## src/rtl/ip_msxbus_pkg.sv

```systemverilog
// Shared definitions for the MSX-bus arbiter: FSM state encoding, the open-bus
// default value and a helper for sizing grant indices.
package ip_msxbus_pkg;

  typedef enum logic [2:0] {
    ST_IDLE     = 3'd0,
    ST_STROBE_W = 3'd1,
    ST_STROBE_R = 3'd2,
    ST_WAIT_R   = 3'd3,
    ST_DONE     = 3'd4
  } state_t;

  localparam logic [7:0] OPEN_BUS_DEFAULT = 8'hFF;

  // A single port still needs a one-bit index so the vectors stay legal.
  function automatic int idx_width(input int n);
    return (n > 1) ? $clog2(n) : 1;
  endfunction

endpackage

```

## src/rtl/ip_msxbus_arbiter_if.sv

```systemverilog
// Bus bundle between the MSX protocol converter / peripherals and the arbiter.
// The slave modport is the arbiter's view; master is the surrounding system.
interface ip_msxbus_arbiter_if #(
  parameter int N = 4
);

  logic [15:0]    bus_address;
  logic [7:0]     bus_write_data;
  logic           bus_read;
  logic           bus_write;
  logic           bus_io;
  logic           bus_memory;
  logic           bus_io_cs;
  logic           bus_memory_cs;
  logic           bus_read_ready;
  logic [7:0]     bus_read_data;
  logic [N-1:0]   dev_io_cs;
  logic [N-1:0]   dev_memory_cs;
  logic [N-1:0]   dev_read;
  logic [N-1:0]   dev_write;
  logic [15:0]    dev_address;
  logic [7:0]     dev_write_data;
  logic [N-1:0]   dev_read_ready;
  logic [8*N-1:0] dev_read_data;

  modport slave (
    input  bus_address, bus_write_data, bus_read, bus_write, bus_io, bus_memory,
    input  dev_io_cs, dev_memory_cs, dev_read_ready, dev_read_data,
    output bus_io_cs, bus_memory_cs, bus_read_ready, bus_read_data,
    output dev_read, dev_write, dev_address, dev_write_data
  );

  modport master (
    output bus_address, bus_write_data, bus_read, bus_write, bus_io, bus_memory,
    output dev_io_cs, dev_memory_cs, dev_read_ready, dev_read_data,
    input  bus_io_cs, bus_memory_cs, bus_read_ready, bus_read_data,
    input  dev_read, dev_write, dev_address, dev_write_data
  );

endinterface

```

## src/rtl/ip_msxbus_prio_enc.sv

```systemverilog
// Lowest-index-first priority encoder used to pick which peripheral owns a strobe.
module ip_msxbus_prio_enc
  import ip_msxbus_pkg::*;
#(
  parameter int N  = 4,
  parameter int IW = idx_width(N)
) (
  input  logic [N-1:0]  req,
  output logic [IW-1:0] idx,
  output logic          valid
);

  // Scanning downwards lets the lowest set bit overwrite any higher one.
  always_comb begin
    idx   = '0;
    valid = 1'b0;
    for (int i = N - 1; i >= 0; i--) begin
      if (req[i]) begin
        idx   = IW'(i);
        valid = 1'b1;
      end
    end
  end

endmodule

```

## src/rtl/ip_msxbus_arbiter.sv

```systemverilog
// MSX-bus arbiter: merges peripheral chip-selects, grants each strobe to one device
// and sequences reads, with a watchdog returning open-bus data if a device stalls.
module ip_msxbus_arbiter
  import ip_msxbus_pkg::*;
#(
  parameter int         N        = 4,
  parameter int         TIMEOUT  = 64,
  parameter logic [7:0] OPEN_BUS = OPEN_BUS_DEFAULT
) (
  input  logic               clk,
  input  logic               n_reset,
  ip_msxbus_arbiter_if.slave bus,
  output logic               busy,
  output logic               timeout_flag
);

  localparam int IW = idx_width(N);
  localparam int CW = $clog2(TIMEOUT);

  state_t        state_q, state_d;
  logic [IW-1:0] grant_q, grant_d;
  logic [15:0]   addr_q, addr_d;
  logic [7:0]    wdata_q, wdata_d;
  logic [7:0]    rdata_q, rdata_d;
  logic [CW-1:0] cnt_q, cnt_d;
  logic          timeout_q, timeout_d;

  logic [N-1:0]  cand;
  logic [IW-1:0] cand_idx;
  logic          cand_valid;
  logic          sel_ready;
  logic [7:0]    sel_data;
  logic [N-1:0]  dev_read;
  logic [N-1:0]  dev_write;
  logic          read_ready;

  assign cand = (bus.dev_io_cs & {N{bus.bus_io}}) | (bus.dev_memory_cs & {N{bus.bus_memory}});

  ip_msxbus_prio_enc #(.N(N)) u_prio (
    .req   (cand),
    .idx   (cand_idx),
    .valid (cand_valid)
  );

  assign sel_ready = bus.dev_read_ready[grant_q];
  assign sel_data  = bus.dev_read_data[{grant_q, 3'b000} +: 8];

  always_ff @(posedge clk or negedge n_reset) begin
    if (!n_reset) begin
      state_q   <= ST_IDLE;
      grant_q   <= '0;
      addr_q    <= '0;
      wdata_q   <= '0;
      rdata_q   <= '0;
      cnt_q     <= '0;
      timeout_q <= 1'b0;
    end else begin
      state_q   <= state_d;
      grant_q   <= grant_d;
      addr_q    <= addr_d;
      wdata_q   <= wdata_d;
      rdata_q   <= rdata_d;
      cnt_q     <= cnt_d;
      timeout_q <= timeout_d;
    end
  end

  always_comb begin
    state_d   = state_q;
    grant_d   = grant_q;
    addr_d    = addr_q;
    wdata_d   = wdata_q;
    rdata_d   = rdata_q;
    cnt_d     = cnt_q;
    timeout_d = timeout_q;
    case (state_q)
      ST_IDLE: begin
        // A simultaneous read is dropped in favour of the write.
        if ((bus.bus_write || bus.bus_read) && cand_valid) begin
          grant_d = cand_idx;
          addr_d  = bus.bus_address;
          wdata_d = bus.bus_write_data;
          state_d = bus.bus_write ? ST_STROBE_W : ST_STROBE_R;
        end
      end
      ST_STROBE_W: state_d = ST_IDLE;
      ST_STROBE_R: begin
        cnt_d = CW'(TIMEOUT - 1);
        if (sel_ready) begin
          rdata_d = sel_data;
          state_d = ST_DONE;
        end else begin
          state_d = ST_WAIT_R;
        end
      end
      ST_WAIT_R: begin
        if (sel_ready) begin
          rdata_d = sel_data;
          state_d = ST_DONE;
        end else if (cnt_q == '0) begin
          rdata_d   = OPEN_BUS;
          timeout_d = 1'b1;
          state_d   = ST_DONE;
        end else begin
          cnt_d = cnt_q - 1'b1;
        end
      end
      ST_DONE: state_d = ST_IDLE;
      default: state_d = ST_IDLE;
    endcase
  end

  always_comb begin
    dev_read   = '0;
    dev_write  = '0;
    read_ready = 1'b0;
    busy       = (state_q != ST_IDLE);
    case (state_q)
      ST_STROBE_W: dev_write[grant_q] = 1'b1;
      ST_STROBE_R: dev_read[grant_q]  = 1'b1;
      ST_DONE:     read_ready         = 1'b1;
      default:     ;
    endcase
  end

  assign bus.bus_io_cs      = |bus.dev_io_cs;
  assign bus.bus_memory_cs  = |bus.dev_memory_cs;
  assign bus.bus_read_ready = read_ready;
  assign bus.bus_read_data  = rdata_q;
  assign bus.dev_read       = dev_read;
  assign bus.dev_write      = dev_write;
  assign bus.dev_address    = addr_q;
  assign bus.dev_write_data = wdata_q;
  assign timeout_flag       = timeout_q;

endmodule

```

## src/flat_wrapper.sv

```systemverilog
// flat-port wrapper written by rule: the top's interface ports become plain ports
module ip_msxbus_arbiter_flat import ip_msxbus_pkg::*;
#(
  parameter int         N        = 4,
  parameter int         TIMEOUT  = 64,
  parameter logic [7:0] OPEN_BUS = OPEN_BUS_DEFAULT
)
  (clk, n_reset, busy, timeout_flag, bus_bus_address, bus_bus_write_data, bus_bus_read, bus_bus_write, bus_bus_io, bus_bus_memory, bus_dev_io_cs, bus_dev_memory_cs, bus_dev_read_ready, bus_dev_read_data, bus_bus_io_cs, bus_bus_memory_cs, bus_bus_read_ready, bus_bus_read_data, bus_dev_read, bus_dev_write, bus_dev_address, bus_dev_write_data);
  ip_msxbus_arbiter_if #(.N(N)) bus_i ();
  input  logic clk;
  input  logic n_reset;
  output logic busy;
  output logic timeout_flag;
  input wire logic [$bits(bus_i.bus_address)-1:0] bus_bus_address;
  input wire logic [$bits(bus_i.bus_write_data)-1:0] bus_bus_write_data;
  input wire logic [$bits(bus_i.bus_read)-1:0] bus_bus_read;
  input wire logic [$bits(bus_i.bus_write)-1:0] bus_bus_write;
  input wire logic [$bits(bus_i.bus_io)-1:0] bus_bus_io;
  input wire logic [$bits(bus_i.bus_memory)-1:0] bus_bus_memory;
  input wire logic [$bits(bus_i.dev_io_cs)-1:0] bus_dev_io_cs;
  input wire logic [$bits(bus_i.dev_memory_cs)-1:0] bus_dev_memory_cs;
  input wire logic [$bits(bus_i.dev_read_ready)-1:0] bus_dev_read_ready;
  input wire logic [$bits(bus_i.dev_read_data)-1:0] bus_dev_read_data;
  output wire logic [$bits(bus_i.bus_io_cs)-1:0] bus_bus_io_cs;
  output wire logic [$bits(bus_i.bus_memory_cs)-1:0] bus_bus_memory_cs;
  output wire logic [$bits(bus_i.bus_read_ready)-1:0] bus_bus_read_ready;
  output wire logic [$bits(bus_i.bus_read_data)-1:0] bus_bus_read_data;
  output wire logic [$bits(bus_i.dev_read)-1:0] bus_dev_read;
  output wire logic [$bits(bus_i.dev_write)-1:0] bus_dev_write;
  output wire logic [$bits(bus_i.dev_address)-1:0] bus_dev_address;
  output wire logic [$bits(bus_i.dev_write_data)-1:0] bus_dev_write_data;
  assign bus_i.bus_address = bus_bus_address;
  assign bus_i.bus_write_data = bus_bus_write_data;
  assign bus_i.bus_read = bus_bus_read;
  assign bus_i.bus_write = bus_bus_write;
  assign bus_i.bus_io = bus_bus_io;
  assign bus_i.bus_memory = bus_bus_memory;
  assign bus_i.dev_io_cs = bus_dev_io_cs;
  assign bus_i.dev_memory_cs = bus_dev_memory_cs;
  assign bus_i.dev_read_ready = bus_dev_read_ready;
  assign bus_i.dev_read_data = bus_dev_read_data;
  assign bus_bus_io_cs = bus_i.bus_io_cs;
  assign bus_bus_memory_cs = bus_i.bus_memory_cs;
  assign bus_bus_read_ready = bus_i.bus_read_ready;
  assign bus_bus_read_data = bus_i.bus_read_data;
  assign bus_dev_read = bus_i.dev_read;
  assign bus_dev_write = bus_i.dev_write;
  assign bus_dev_address = bus_i.dev_address;
  assign bus_dev_write_data = bus_i.dev_write_data;
  ip_msxbus_arbiter #(.N(N), .TIMEOUT(TIMEOUT), .OPEN_BUS(OPEN_BUS)) u_core (.clk(clk), .n_reset(n_reset), .bus(bus_i), .busy(busy), .timeout_flag(timeout_flag));
endmodule
```

## config.mk

```make
export PLATFORM = sky130hd
export DESIGN_NAME = ip_msxbus_arbiter_flat
export DESIGN_NICKNAME = d
export VERILOG_FILES = /design/src/rtl/ip_msxbus_pkg.sv /design/src/rtl/ip_msxbus_arbiter_if.sv /design/src/rtl/ip_msxbus_prio_enc.sv /design/src/rtl/ip_msxbus_arbiter.sv /design/src/flat_wrapper.sv
export SDC_FILE = /design/constraint.sdc
export NUM_CORES = 1
export LEC_CHECK = 0
export ABC_AREA = 1
export CORE_MARGIN = 3
export CORE_UTILIZATION = 35
export DETAILED_ROUTE_END_ITERATION = 10
export HOLD_SLACK_MARGIN = 0.15
export PLACE_DENSITY = 0.72
export SYNTH_ARGS = -nofsm -noshare
export SYNTH_HDL_FRONTEND = slang
export SYNTH_HIERARCHICAL = 1
export SYNTH_SLANG_ARGS = --single-unit
export TNS_END_PERCENT = 20
```

## constraint.sdc

```tcl
create_clock -name clk -period 1.4 [get_ports clk]
set_input_delay 0.28 -clock clk [delete_from_list [all_inputs] [get_ports clk]]
set_output_delay 0.28 -clock clk [all_outputs]
set_load 0.005 [all_outputs]
```

==> results.py <==
metrics = {
    "sta": {
        "setup_violations": 51,
        "period_needed_ns": 1.583,
        "setup_slack_ns": -0.1833,
        "timing.final.crit_share": 1.131,
        "hold_ws_ns": 0.4726,
        "slew_headroom": 0.7312,
        "final_max_slew_viol_count": 0,
        "fin_skew_ns": 0.007456,
        "rsz0062_at_grt": "true",
        "max_freq_mhz": 631.6,
        "worst-slew-pin-transition_ns": 0.4002,
        "finalHoldViolations": 0,
    },
    "min_path": {
        "min_path_type": "reg2reg",
        "hold_path_end": "u_core/bus.bus_read_data[2]",
        "worstHoldPathCells": 2,
        "hp-start": "u_core/bus.bus_read_data[2]",
    },
    "layout": {
        "area.sequential_um2": 1102,
        "multiInputGateArea_um2": 1473,
        "antenna_cells": 0,
        "final_cell_area_um2": 4659,
        "drive_gt1_frac": 0.3521,
        "area_delta_synth_final_pct": 80.34,
        "n_fill_cell": 563,
        "nets": 555,
        "final_util": 0.6674,
    },
    "synthesis": {
        "synth-warning-count": 6,
        "yosysTopAreaCell": "dfrtp_1",
        "synth_common_cells": "nand2_1 (98), dfrtp_1 (44), nand3_1 (30), inv_1 (25), nor2_1 (23)",
        "yosysUniqueCellTypes": 31,
        "synth_top_area_frac": 0.4262,
        "synth_nets": 375,
        "ys_seq_area_frac": 0.4262,
        "synth_seq_cells": 44,
        "synth_area_per_cell_um2": 8.641,
        "synthFlopType": "dfrtp_1",
        "synthCells": 299,
        "ys_top_cells_by_area": "dfrtp_1 (43%), nand2_1 (14%), mux2_4 (9.3%), nand3_1 (5.8%), inv_1 (3.6%)",
        "synth-edff-count": 0,
        "synthArstFlopShare": 1.000,
        "yosys.cell_count.top_type": "nand2_1",
        "syn_area_um2": 2584,
    },
    "critical_path": {
        "regToRegSetupSlack_ns": -0.18,
        "ff2ff_path_depth": 8,
        "crit_arrival_ns": 1.30,
        "end_kind": "output pin",
        "r2r-start": "u_core/state_q[1]",
        "critPathLaunchType": "flip-flop",
        "critPathLaunch": "u_core/state_q[2]",
        "crit_fanout": 5,
        "r2r-end": "u_core/bus.dev_address[7]",
        "required_ns": 1.12,
        "crit_type": "reg2out",
    },
    "routing": {
        "ant_nets": 0,
        "wl_per_cell_um": 13.17,
        "dr.pass1.iters": 4,
        "viasPerCell": 4.613,
        "routed_wirelength_mm": 7.584,
        "num_vias": 2657,
        "drc": 0,
        "drtIter0Drc": 104,
    },
    "place": {
        "dpl.hpwl_mm": 5.417,
        "post_dp_cell_area_um2": 4235,
        "place.gp.congestion": 0.8713,
        "numPortBuffers": 118,
        "dp_worst_setup_slack_ns": -0.7227,
    },
    "outcome": {
        "outcome": "finished, violations left",
        "violations": "setup timing",
    },
    "global_routing": {
        "grt_pass1_wl_mm": 12.61,
        "antenna_found_initial": 0,
        "globalRoute.totalOverflow": 0,
        "grt_pass1_vias": 2697,
        "track_usage": 0.1823,
        "grt_max_degree": 45,
    },
    "clocking": {
        "cts.path.max_buffers": 2,
        "cts.clk_slew.worst_paths_ns": 0.08,
        "cts_buffers": 5,
        "cts.sinks": 44,
        "cts_tree": "done",
        "clock-root-buffer": "clkbuf_8",
        "clkLatencyLatePin_ns": 0.31,
        "htreeDepth": 2,
    },
    "floorplan": {
        "rows": 30,
        "die_width_um": 91.92,
        "die_h_um": 91.92,
        "core_um2": 6982,
        "initial_core_util": 0.3701,
        "pin_count": 119,
        "die_area_um2": 8449,
    },
    "power_and_ir_drop": {
        "p_leak_uw": 0.002334,
        "irDropWorstVdd_v": 0.001104,
        "powerDensity_nw_per_um2": 1936,
    },
    "job": {
        "cap_violations": 0,
    },
}
## report_power, final
group / leakage [uW] / total [uW] / internal, uW / switching (uW)
registers: 0.000524 / 2280 / 1910 / 365
clock network: 0.0000445 / 825 / 355 / 470
logic: 0.00177 / 5920 / 3260 / 2650
total: 0.00233 / 9020 / 5530 / 3490
## cells by family (layout without fill, tap and decap cells)
kind of cell / after synthesis / in the layout / synth area share
XOR/XNOR: 1 / 1 / 0.003390
adder cells (fa/ha/maj): 2 / 2 / 0.009684
AO/OA/AOI/OAI: 15 / 15 / 0.03584
multiplexers: 24 / 24 / 0.1278
AND/OR/NAND/NOR: 175 / 177 / 0.3278
buffers and inverters: 38 / 217 / 0.06925
flip-flops: 44 / 44 / 0.4262
## metal layers
metal / wire length [um] / vias up / global-route usage
li1: - / 1326 / -
met2: 3613 / 100 / 0.3072
met5: 0 / - / 0
met3: 560 / 8 / 0.05660
met4: 69 / 0 / 0.02599
met1: 3341 / 1223 / 0.2355
## layout by cell type (no fill, tap or decap), types with 10 or more instances in the layout
cell type and count:
buf_2 11, buf_4 43, clkdlybuf4s50_1 62, dfrtp_1 43, dlygate4sd2_1 40, inv_1 10
inv_2 12, mux2_4 17, nand2_1 95, nand3_1 28, nor2_1 17
## layout make-up
class                      count  share of cell area
clock buffer                   5             0.01477
clock inverter                 3            0.004565
inverter                      31             0.03894
multi-input combinational    219              0.3161
sequential                    44              0.2366
tap                           96             0.02578
timing repair buffer         178              0.3633
## flip-flops by register name, indices dropped and copies added, names as in the netlist
signal	count
u_core/bus.bus_read_data	8
u_core/bus.dev_address	16
u_core/bus.dev_write_data	8
u_core/cnt_q	6
u_core/grant_q	2
u_core/state_q	3
u_core/timeout_flag	1
## timing repair
action                                 CTS  global route
endpoints found under the hold margin   44             0
hold buffers                             1             0
pin swaps                               20            13
gates cloned                             4             1
buffers inserted                        19             3
setup endpoints to repair               89            53
gates resized for setup                121            22
## worst max-delay path by stage
stage                                   end  slack, ns  cells after the start
5_1_grt                     bus_dev_read[3]      -0.27                      6
3_3_place_gp   u_core/bus.dev_write_data[0]      -0.69                      9
4_1_cts                     bus_dev_read[3]      -0.17                      7
6_report                    bus_dev_read[0]      -0.18                      6
2_1_floorplan    u_core/bus.dev_address[10]      -0.02                      8
3_5_place_dp      u_core/bus.dev_address[1]      -0.72                     10
## per-stage QoR
step	TNS [ns]	instances	total power, uW
after floorplan	-0.3287	299	5106
after global placement	-23.38	540	7371
after detailed placement	-24.38	540	7468
after CTS	-5.330	572	8823
after global routing	-9.491	576	9737
final	-6.220	576	9019
## worst max-delay path, cell delays in order, from the launching register on
cell and delay [ns]:
dfrtp_1 0.43, nor2_4 0.13, inv_2 0.05, nor2_4 0.13, inv_4 0.06, nor2_1 0.08
buf_2 0.11
No activity file was read; power rests on OpenSTA's default activity.
